<file path="src/rtl/writeback_queue.sv">
// Register-file writeback queue: merges ALU and load results into a 4-entry FIFO
// that drains one write per cycle and exposes pending/forwarding lookups for two read ports.
module writeback_queue #(
    parameter int OUT_WIDTH = 32,
    parameter int DEPTH     = 4
) (
    input  logic                 clk,
    input  logic                 rst,
    input  logic                 alu_valid,
    input  logic [4:0]           alu_rd,
    input  logic [OUT_WIDTH-1:0] alu_wd,
    input  logic                 lsu_valid,
    input  logic [4:0]           lsu_rd,
    input  logic [OUT_WIDTH-1:0] lsu_wd,
    output logic                 ready,
    output logic                 WE3,
    output logic [4:0]           A3,
    output logic [OUT_WIDTH-1:0] WD3,
    input  logic [4:0]           A1,
    input  logic [4:0]           A2,
    output logic                 pend1,
    output logic                 pend2,
    output logic [OUT_WIDTH-1:0] byp1,
    output logic [OUT_WIDTH-1:0] byp2
);

    localparam int PTR_W = $clog2(DEPTH);
    localparam int CNT_W = $clog2(DEPTH + 1);

    logic [4:0]           rd_r [DEPTH];
    logic [OUT_WIDTH-1:0] wd_r [DEPTH];
    logic [PTR_W-1:0]     head_r;
    logic [PTR_W-1:0]     tail_r;
    logic [CNT_W-1:0]     count_r;

    logic                 ready_s;
    logic                 acc_lsu_s;
    logic                 acc_alu_s;
    logic                 pop_s;
    logic [PTR_W-1:0]     alu_idx_s;

    // Acceptance, pop and slot selection; two free slots are required so both offers always fit.
    always_comb begin
        ready_s   = (count_r <= CNT_W'(DEPTH - 2));
        acc_lsu_s = ready_s && lsu_valid && (lsu_rd != 5'd0);
        acc_alu_s = ready_s && alu_valid && (alu_rd != 5'd0);
        pop_s     = (count_r != CNT_W'(0));
        alu_idx_s = acc_lsu_s ? (tail_r + PTR_W'(1)) : tail_r;
    end

    assign ready = ready_s;

    // Write port presents the head entry whenever the queue is non-empty.
    always_comb begin
        if (pop_s) begin
            WE3 = 1'b1;
            A3  = rd_r[head_r];
            WD3 = wd_r[head_r];
        end else begin
            WE3 = 1'b0;
            A3  = 5'd0;
            WD3 = {OUT_WIDTH{1'b0}};
        end
    end

    // Scan oldest to youngest so the last hit leaves the youngest matching data.
    always_comb begin
        pend1 = 1'b0;
        pend2 = 1'b0;
        byp1  = {OUT_WIDTH{1'b0}};
        byp2  = {OUT_WIDTH{1'b0}};
        for (int k = 0; k < DEPTH; k++) begin
            logic             occ_v;
            logic             hit1_v;
            logic             hit2_v;
            logic [PTR_W-1:0] idx_v;
            idx_v  = head_r + PTR_W'(k);
            occ_v  = (k < int'(count_r));
            hit1_v = occ_v && (A1 != 5'd0) && (rd_r[idx_v] == A1);
            hit2_v = occ_v && (A2 != 5'd0) && (rd_r[idx_v] == A2);
            pend1  = pend1 | hit1_v;
            pend2  = pend2 | hit2_v;
            byp1   = hit1_v ? wd_r[idx_v] : byp1;
            byp2   = hit2_v ? wd_r[idx_v] : byp2;
        end
    end

    // Queue storage and pointers; DEPTH is a power of two so pointers wrap naturally.
    always_ff @(posedge clk) begin
        if (rst) begin
            head_r  <= {PTR_W{1'b0}};
            tail_r  <= {PTR_W{1'b0}};
            count_r <= {CNT_W{1'b0}};
            for (int k = 0; k < DEPTH; k++) begin
                rd_r[k] <= 5'd0;
                wd_r[k] <= {OUT_WIDTH{1'b0}};
            end
        end else begin
            if (acc_lsu_s) begin
                rd_r[tail_r] <= lsu_rd;
                wd_r[tail_r] <= lsu_wd;
            end
            if (acc_alu_s) begin
                rd_r[alu_idx_s] <= alu_rd;
                wd_r[alu_idx_s] <= alu_wd;
            end
            if (pop_s) begin
                head_r <= head_r + PTR_W'(1);
            end
            tail_r  <= tail_r + PTR_W'(acc_lsu_s) + PTR_W'(acc_alu_s);
            count_r <= count_r + CNT_W'(acc_lsu_s) + CNT_W'(acc_alu_s) - CNT_W'(pop_s);
        end
    end

endmodule

</file>
<file path="config.mk">
export PLATFORM = sky130hd
export DESIGN_NAME = writeback_queue
export DESIGN_NICKNAME = d
export VERILOG_FILES = /design/src/rtl/writeback_queue.sv
export SDC_FILE = /design/constraint.sdc
export NUM_CORES = 1
export LEC_CHECK = 0
export ABC_AREA = 1
export ABC_CLOCK_PERIOD_IN_PS = 4800
export CAP_MARGIN = 20
export CORE_UTILIZATION = 40
export CTS_CLUSTER_SIZE = 40
export DETAILED_ROUTE_END_ITERATION = 12
export SETUP_SLACK_MARGIN = 0.2
export SLEW_MARGIN = 20
export SYNTH_ARGS = -nofsm -noshare
export SYNTH_HDL_FRONTEND = slang
export SYNTH_SLANG_ARGS = --single-unit
</file>
<file path="constraint.sdc">
create_clock -name clk -period 4.8 [get_ports clk]
set_clock_uncertainty 0.15 [all_clocks]
set_input_delay 1.44 -clock clk [delete_from_list [all_inputs] [get_ports clk]]
set_output_delay 1.44 -clock clk [all_outputs]
set_load 0.05 [all_outputs]
</file>
==> impl_metrics.csv <==
group,metric,value,unit
power,p_per_area,668,nW/um2
cells_and_area,antenna_cells,0,
sta,period_share,95.5,%
clock_tree,clock_path_buffers,2,
global_route,grt_pass1_vias,14700,
drt,via_count,17200,
run,drv_cap,0,
drt,drt_first_pass_iters,8,
setup_path,path_delay_family,"simple AND/OR/NAND/NOR gates",
min_path,min_path_cells,2,
floorplan,ios,193,
drt,dr_wl_met2,24700,um
setup_path,timing.critical_path.mode_cell,"nand2_1",
outcome,status,"finished, final reports clean",
setup_path,cp-start-kind,"primary input",
place,numPortBuffers,192,
floorplan,coreArea,34900,um2
drt,dr_wl_met3,9040,um
yosys,synth_top_family_by_area,"simple AND/OR/NAND/NOR gates",
drt,ant_nets,0,
sta,setup_viol,0,
floorplan,die_area,36500,um2
drt,routedWlPerCell,22.4,um
yosys,synthAdderAreaFrac,0.683,%
yosys,synth-seq-cells,157,
yosys,netlist-cell-type-count,42,
power,power_frac_clock,11.1,%
drt,drtIter0Drc,2894,
setup_path,path_depth,13,
place,globalplace.congestion,0.979,
drt,wirelength_met1,29100,um
floorplan,die_w,191,um
clock_tree,insertion_delay,0.43,ns
sta,hold_slack,0.428,ns
yosys,synth_compound_area_share,17.7,%
place,dp_hpwl,44900,um
clock_tree,cts_hold_buf,0,
power,ir_worst_vdd,0.698,mV
power,power_frac_comb,72.2,%
yosys,synth.area.mux_share,1.12,%
clock_tree,numCtsBuffers,17,
sta,final-hold-violation-count,0,
power,p_int,5.89,mW
yosys,postSynthCellCount,2230,
power,switchingPower,7.39,mW
yosys,syn_avg_cell_area,6.41,um2
power,p_leak,8.43,nW
yosys,syn-cell-area,14300,um2
sta,final-max-slew-violation-count,0,
global_route,grt_pass1_wl,92600,um
setup_path,slowest_stage,"nor2_4",
global_route,antenna_found_initial,0,
min_path,hold_class,"reg -> reg",
floorplan,initial_utilization,41.0,%
clock_tree,clkTransAtPathRegs,0.06,ns
setup_path,path_class,"in -> out",
setup_path,worst_setup_path_end_kind,"output port",
setup_path,cpPeakStageDelay,0.17,ns
yosys,synth-simple-area-share,37.0,%
global_route,overflow,0,
cells_and_area,final_cell_mix,"nand2_1, inv_1, nor2_1",
drt,viasPerCell,6.00,
min_path,hold_start,"tail_r[1]",
power,p_total,13.3,mW
setup_path,worstReg2RegStart,"count_r[2]",
power,sequentialPowerShare,16.8,%
clock_tree,cts_tree,"built",
clock_tree,numClockSinks,157,
cells_and_area,final_nets,2496,
yosys,yosysSeqAreaShare,32.4,%
drt,dr.max_layer_used,"met4",
yosys,synth_xor_area_share,0.429,%
setup_path,cp_max_fo,8,
floorplan,die_h,191,um
setup_path,path_buf_inv,5,
setup_path,critical_path.cell_chain,"buf_6, buf_4, nand3_1, nand2_1, nor2_4, nand3_4, buf_12, buf_16, nand2_1, nand3_1, nand2_1, nand2_2, buf_12",
cells_and_area,final_common_cell,"nand2_1",
sta,period_needed,4.58,ns
drt,drc,0,
sta,tightestPinTransition,0.680,ns
global_route,grt_max_degree,66,
sta,rsz0062_at_grt,"true",
yosys,synth_nets,2324,
clock_tree,cts.root.buffer_cell,"clkbuf_16",
power,swShare,55.7,%
floorplan,row_count,68,
clock_tree,htreeDepth,4,
drt,drt-total-wl,64300,um
yosys,yosys_warnings,0,
sta,maxSlewHeadroom,54.7,%
cells_and_area,area_delta_synth_final,39.2,%
setup_path,startpoint,"A1[0]",
setup_path,rr_worst_depth,12,
sta,max_freq,0.218,GHz
setup_path,cp_data_required_time,3.21,ns
cells_and_area,drive_gt1_share,20.8,%
cells_and_area,fill_cells,3307,
global_route,grt_use_total,33.8,%
setup_path,arrival,2.99,ns
-- timing repair --
action | in CTS | in global routing
setup endpoints to repair | 66 | 65
gates resized for setup | 180 | 174
gates cloned | 10 | 8
buffers inserted | 8 | 7
pin swaps | 24 | 46
-- synth_stat cells --
master | count | area, um2
o21bai_1 | 1 | 7.51
o22ai_1 | 99 | 619
nand3_1 | 183 | 916
inv_1 | 191 | 717
a32oi_1 | 23 | 201
dfxtp_1 | 9 | 180
xnor2_1 | 1 | 8.76
o21ai_1 | 9 | 45.0
o32a_1 | 1 | 10.0
o21a_1 | 8 | 60.1
a221oi_1 | 15 | 131
nand3b_1 | 1 | 7.51
xor2_1 | 6 | 52.6
nor2_4 | 3 | 33.8
o31ai_4 | 1 | 21.3
nor2_1 | 211 | 792
ha_1 | 3 | 37.5
inv_4 | 1 | 6.26
mux2i_1 | 16 | 160
nor3_4 | 1 | 16.3
nand2_4 | 1 | 11.3
o22ai_2 | 10 | 125
nand2_1 | 751 | 2820
edfxtp_1 | 148 | 4440
nand3_2 | 4 | 40.0
a21oi_1 | 70 | 350
a22oi_1 | 17 | 128
nand2_2 | 1 | 6.26
nor2_2 | 9 | 56.3
inv_2 | 9 | 33.8
buf_1 | 13 | 48.8
buf_4 | 6 | 45.0
buf_6 | 2 | 22.5
a21oi_4 | 1 | 16.3
clkbuf_1 | 73 | 274
o211ai_1 | 10 | 75.1
o21ai_0 | 147 | 736
nor3_1 | 4 | 20.0
clkinv_1 | 2 | 7.51
buf_2 | 76 | 380
nand4_1 | 90 | 563
fa_1 | 3 | 60.1
-- state kept, by name, summed over array words and instances (netlist names), named ones only --
| register | flops |
|---|---|
| wd_r | 128 |
| rd_r | 20 |
| count_r | 3 |
| head_r | 2 |
| tail_r | 2 |
-- kinds of logic (layout without fill, tap and decap cells) --
family                   Yosys count  after routing
XOR/XNOR                           7              7
flip-flops                       157            157
multiplexers                      16             16
buffers and inverters            373            558
AO/OA/AOI/OAI                    412            412
adder cells (fa/ha/maj)            6              6
AND/OR/NAND/NOR                 1259           1259
-- tightest hold or removal path, delay by kind of cell, from the launching register on --
kind	cells	cell delay, ns
and+or+nand+nor	1	0.04
DFF	1	0.35
xor gates and xnor gates	1	0.16
-- routing by layer --
metal,vias to the layer above,GRT usage [%]
li1,7891,-
met1,7934,55.0
met2,1268,43.5
met3,121,7.45
met4,0,7.42
met5,-,0
-- area by class of cell --
| cell class | count | area [um2] | area share, % |
|---|---|---|---|
| Clock buffer | 18 | 429 | 2.16 |
| Inverter | 203 | 782 | 3.93 |
| Tap cell | 455 | 569 | 2.86 |
| Sequential cell | 157 | 4640 | 23.3 |
| Multi-Input combinational cell | 1700 | 9070 | 45.6 |
| Timing Repair Buffer | 323 | 4190 | 21.0 |
| Clock inverter | 14 | 218 | 1.09 |
-- metrics by stage --
step,std cells,utilization [%],area (um2),worst slack [ns],TNS (ns)
global route,2870,57.0,19900,0.159,0
finish,2870,57.0,19900,0.215,0
global placement,2805,50.3,17500,-0.356,-16.98
CTS,2855,54.5,19000,0.195,0
floorplan,2230,-,14600,0.175,0
detailed placement,2805,50.3,17500,-0.380,-17.95
-- power groups by stage --
stage	sequential, mW	clock, mW	combinational (mW)
6_report	2.23	1.47	9.59
5_1_grt	2.25	1.52	10.1
4_1_cts	2.20	1.47	8.87
3_5_place_dp	2.22	0	8.47
3_3_place_gp	2.21	0	8.44
2_1_floorplan	2.04	0	5.30
-- final timing paths --
check / endpoint / slack [ns]
min reg2reg: tail_r[1] / 0.43
max: byp1[11] / 0.22
min: tail_r[1] / 0.43
max reg2reg: wd_r[3][14] / 1.51
Power figures use the tool's default switching activity.
==> edit (config.mk and constraints unchanged) <==
Set the parameter `DEPTH` to 2 (it was 4).
--- a/src/rtl/writeback_queue.sv
+++ b/src/rtl/writeback_queue.sv
@@ -2,7 +2,7 @@
 // that drains one write per cycle and exposes pending/forwarding lookups for two read ports.
 module writeback_queue #(
     parameter int OUT_WIDTH = 32,
-    parameter int DEPTH     = 4
+    parameter int DEPTH     = 2
 ) (
     input  logic                 clk,
     input  logic                 rst,
Function: changed (Yosys sat finds a counterexample within 4 cycles, from zero or initial values and one cycle with rst high).
==> edit against the unedited design <==
Synthesized area fell by 56%. Routed wire length fell by 68%. Clock power fell by 47%. Cell count fell by 53%. Hold slack improved by 0.010 ns. Utilization rose by 1.0 points. Sequential cell count fell by 78. Design area fell by 55%. Worst setup slack improved by 0.068 ns. Power fell by 63%. Largest cell class unchanged. Largest power group unchanged.
==> edit: results (changes against the unedited design) <==
Clocking
  – Clock latency on the worst-skew pair: 0.34 ns (was 0.43 ns)

Synthesis
  – Post-synthesis xor/xnor area fraction: 0.00139 (was 0.00429)
  – Post-synthesis cell type count: 31 (was 42)
  – Adder-cell share of the synthesized area: 0.00198 (was 0.00683)
  – Sequential-to-total area share from yosys stat: 0.368 (was 0.324)
  – Largest cells by area after synthesis: edfxtp_1, nand2_1, nand3_1 (unchanged)
  – Syn_nets: 1,032 (was 2,324)
  – Synth cell count leaders: nand2_1, nand3_1, inv_1, o21ai_0, edfxtp_1 (was nand2_1, nor2_1, inv_1, nand3_1, edfxtp_1)

Setup path
  – Worst-path maximum fanout: 9 (was 8)
  – Worst Setup EP: byp2[31] (was byp1[11])
  – Path depth of the worst reg2reg path: 9 (was 12)
  – Reg2reg end: wd_r[1][29]$_DFFE_PP_ (was wd_r[3][14]$_DFFE_PP_)

Detailed routing
  – Router iterations before antenna repair: 5 (was 8)
  – Vias/cell: 5.02 (was 6.00)

STA
  – Hold Slack: 0.439 ns (was 0.428 ns)
  – Slew margin rel.: 0.611 (was 0.547)

Placed design
  – Inst Count DP: 1,316 (was 2,805)
  – HPWL Detailed: 14.6 mm (was 44.9 mm)
  – Pre-CTS WS: -0.0430 ns (was -0.380 ns)

Layout
  – Share of post-route cells with drive strength above 1: 0.161 (was 0.208)
  – Post-route insts no fill: 1,338 (was 2,870)

Power and ir drop
  – Maximum vdd drop: 0.301 mV (was 0.698 mV)
  – Sw Share: 0.511 (was 0.557)

Status
  – Outcome: finished clean (unchanged)

Global routing
  – GR Layer Usage met3: 0.0498 (was 0.0745)
  – Vias in the first global route: 6,212 (was 14,724)
  – Grt met2 use: 0.430 (was 0.435)
  – Antenna violations before repair: 2 (was 0)
  – First-pass GRT wire length: 32.4 mm (was 92.6 mm)
==> edit: cell types whose count changed in the layout (fill, tap and decap cells not counted), sizes merged, moves of 15 or more <==
cell	delta
a22oi	-17
buf	-124
edfxtp	-74
nor2	-163
o22ai	-109
a221oi	-15
nand4	-84
nand3	-30
nand2	-463
clkdlybuf4s50	+25
a32oi	-23
mux2i	-16
a21oi	-65
inv	-70
==> edit: cell type report <==
class                      count  area (um2)
clock inverter                 4        95.1
inverter                     134         504
sequential                    79        2320
multi-input combinational    669        3190
fill                        1493        6430
antenna                        2        5.00
timing repair buffer         228        2270
clock buffer                  11         233
tap                          211         264
==> edit: logic make-up (layout without fill, tap and decap cells) <==
family	Yosys count	in the layout
flops	79	79
buf+inv	195	377
compound gates	148	148
fa+ha+maj	1	1
other cells	0	2
simple gates	519	519
xor+xnor	1	1
==> edit: repair_timing <==
action                                  CTS  global route
endpoints found under the setup margin   66            41
hold buffers                              0             0
resized for setup                        41            12
cloned                                    2             0
buffers inserted                          3             0
pin swaps                                 4             1
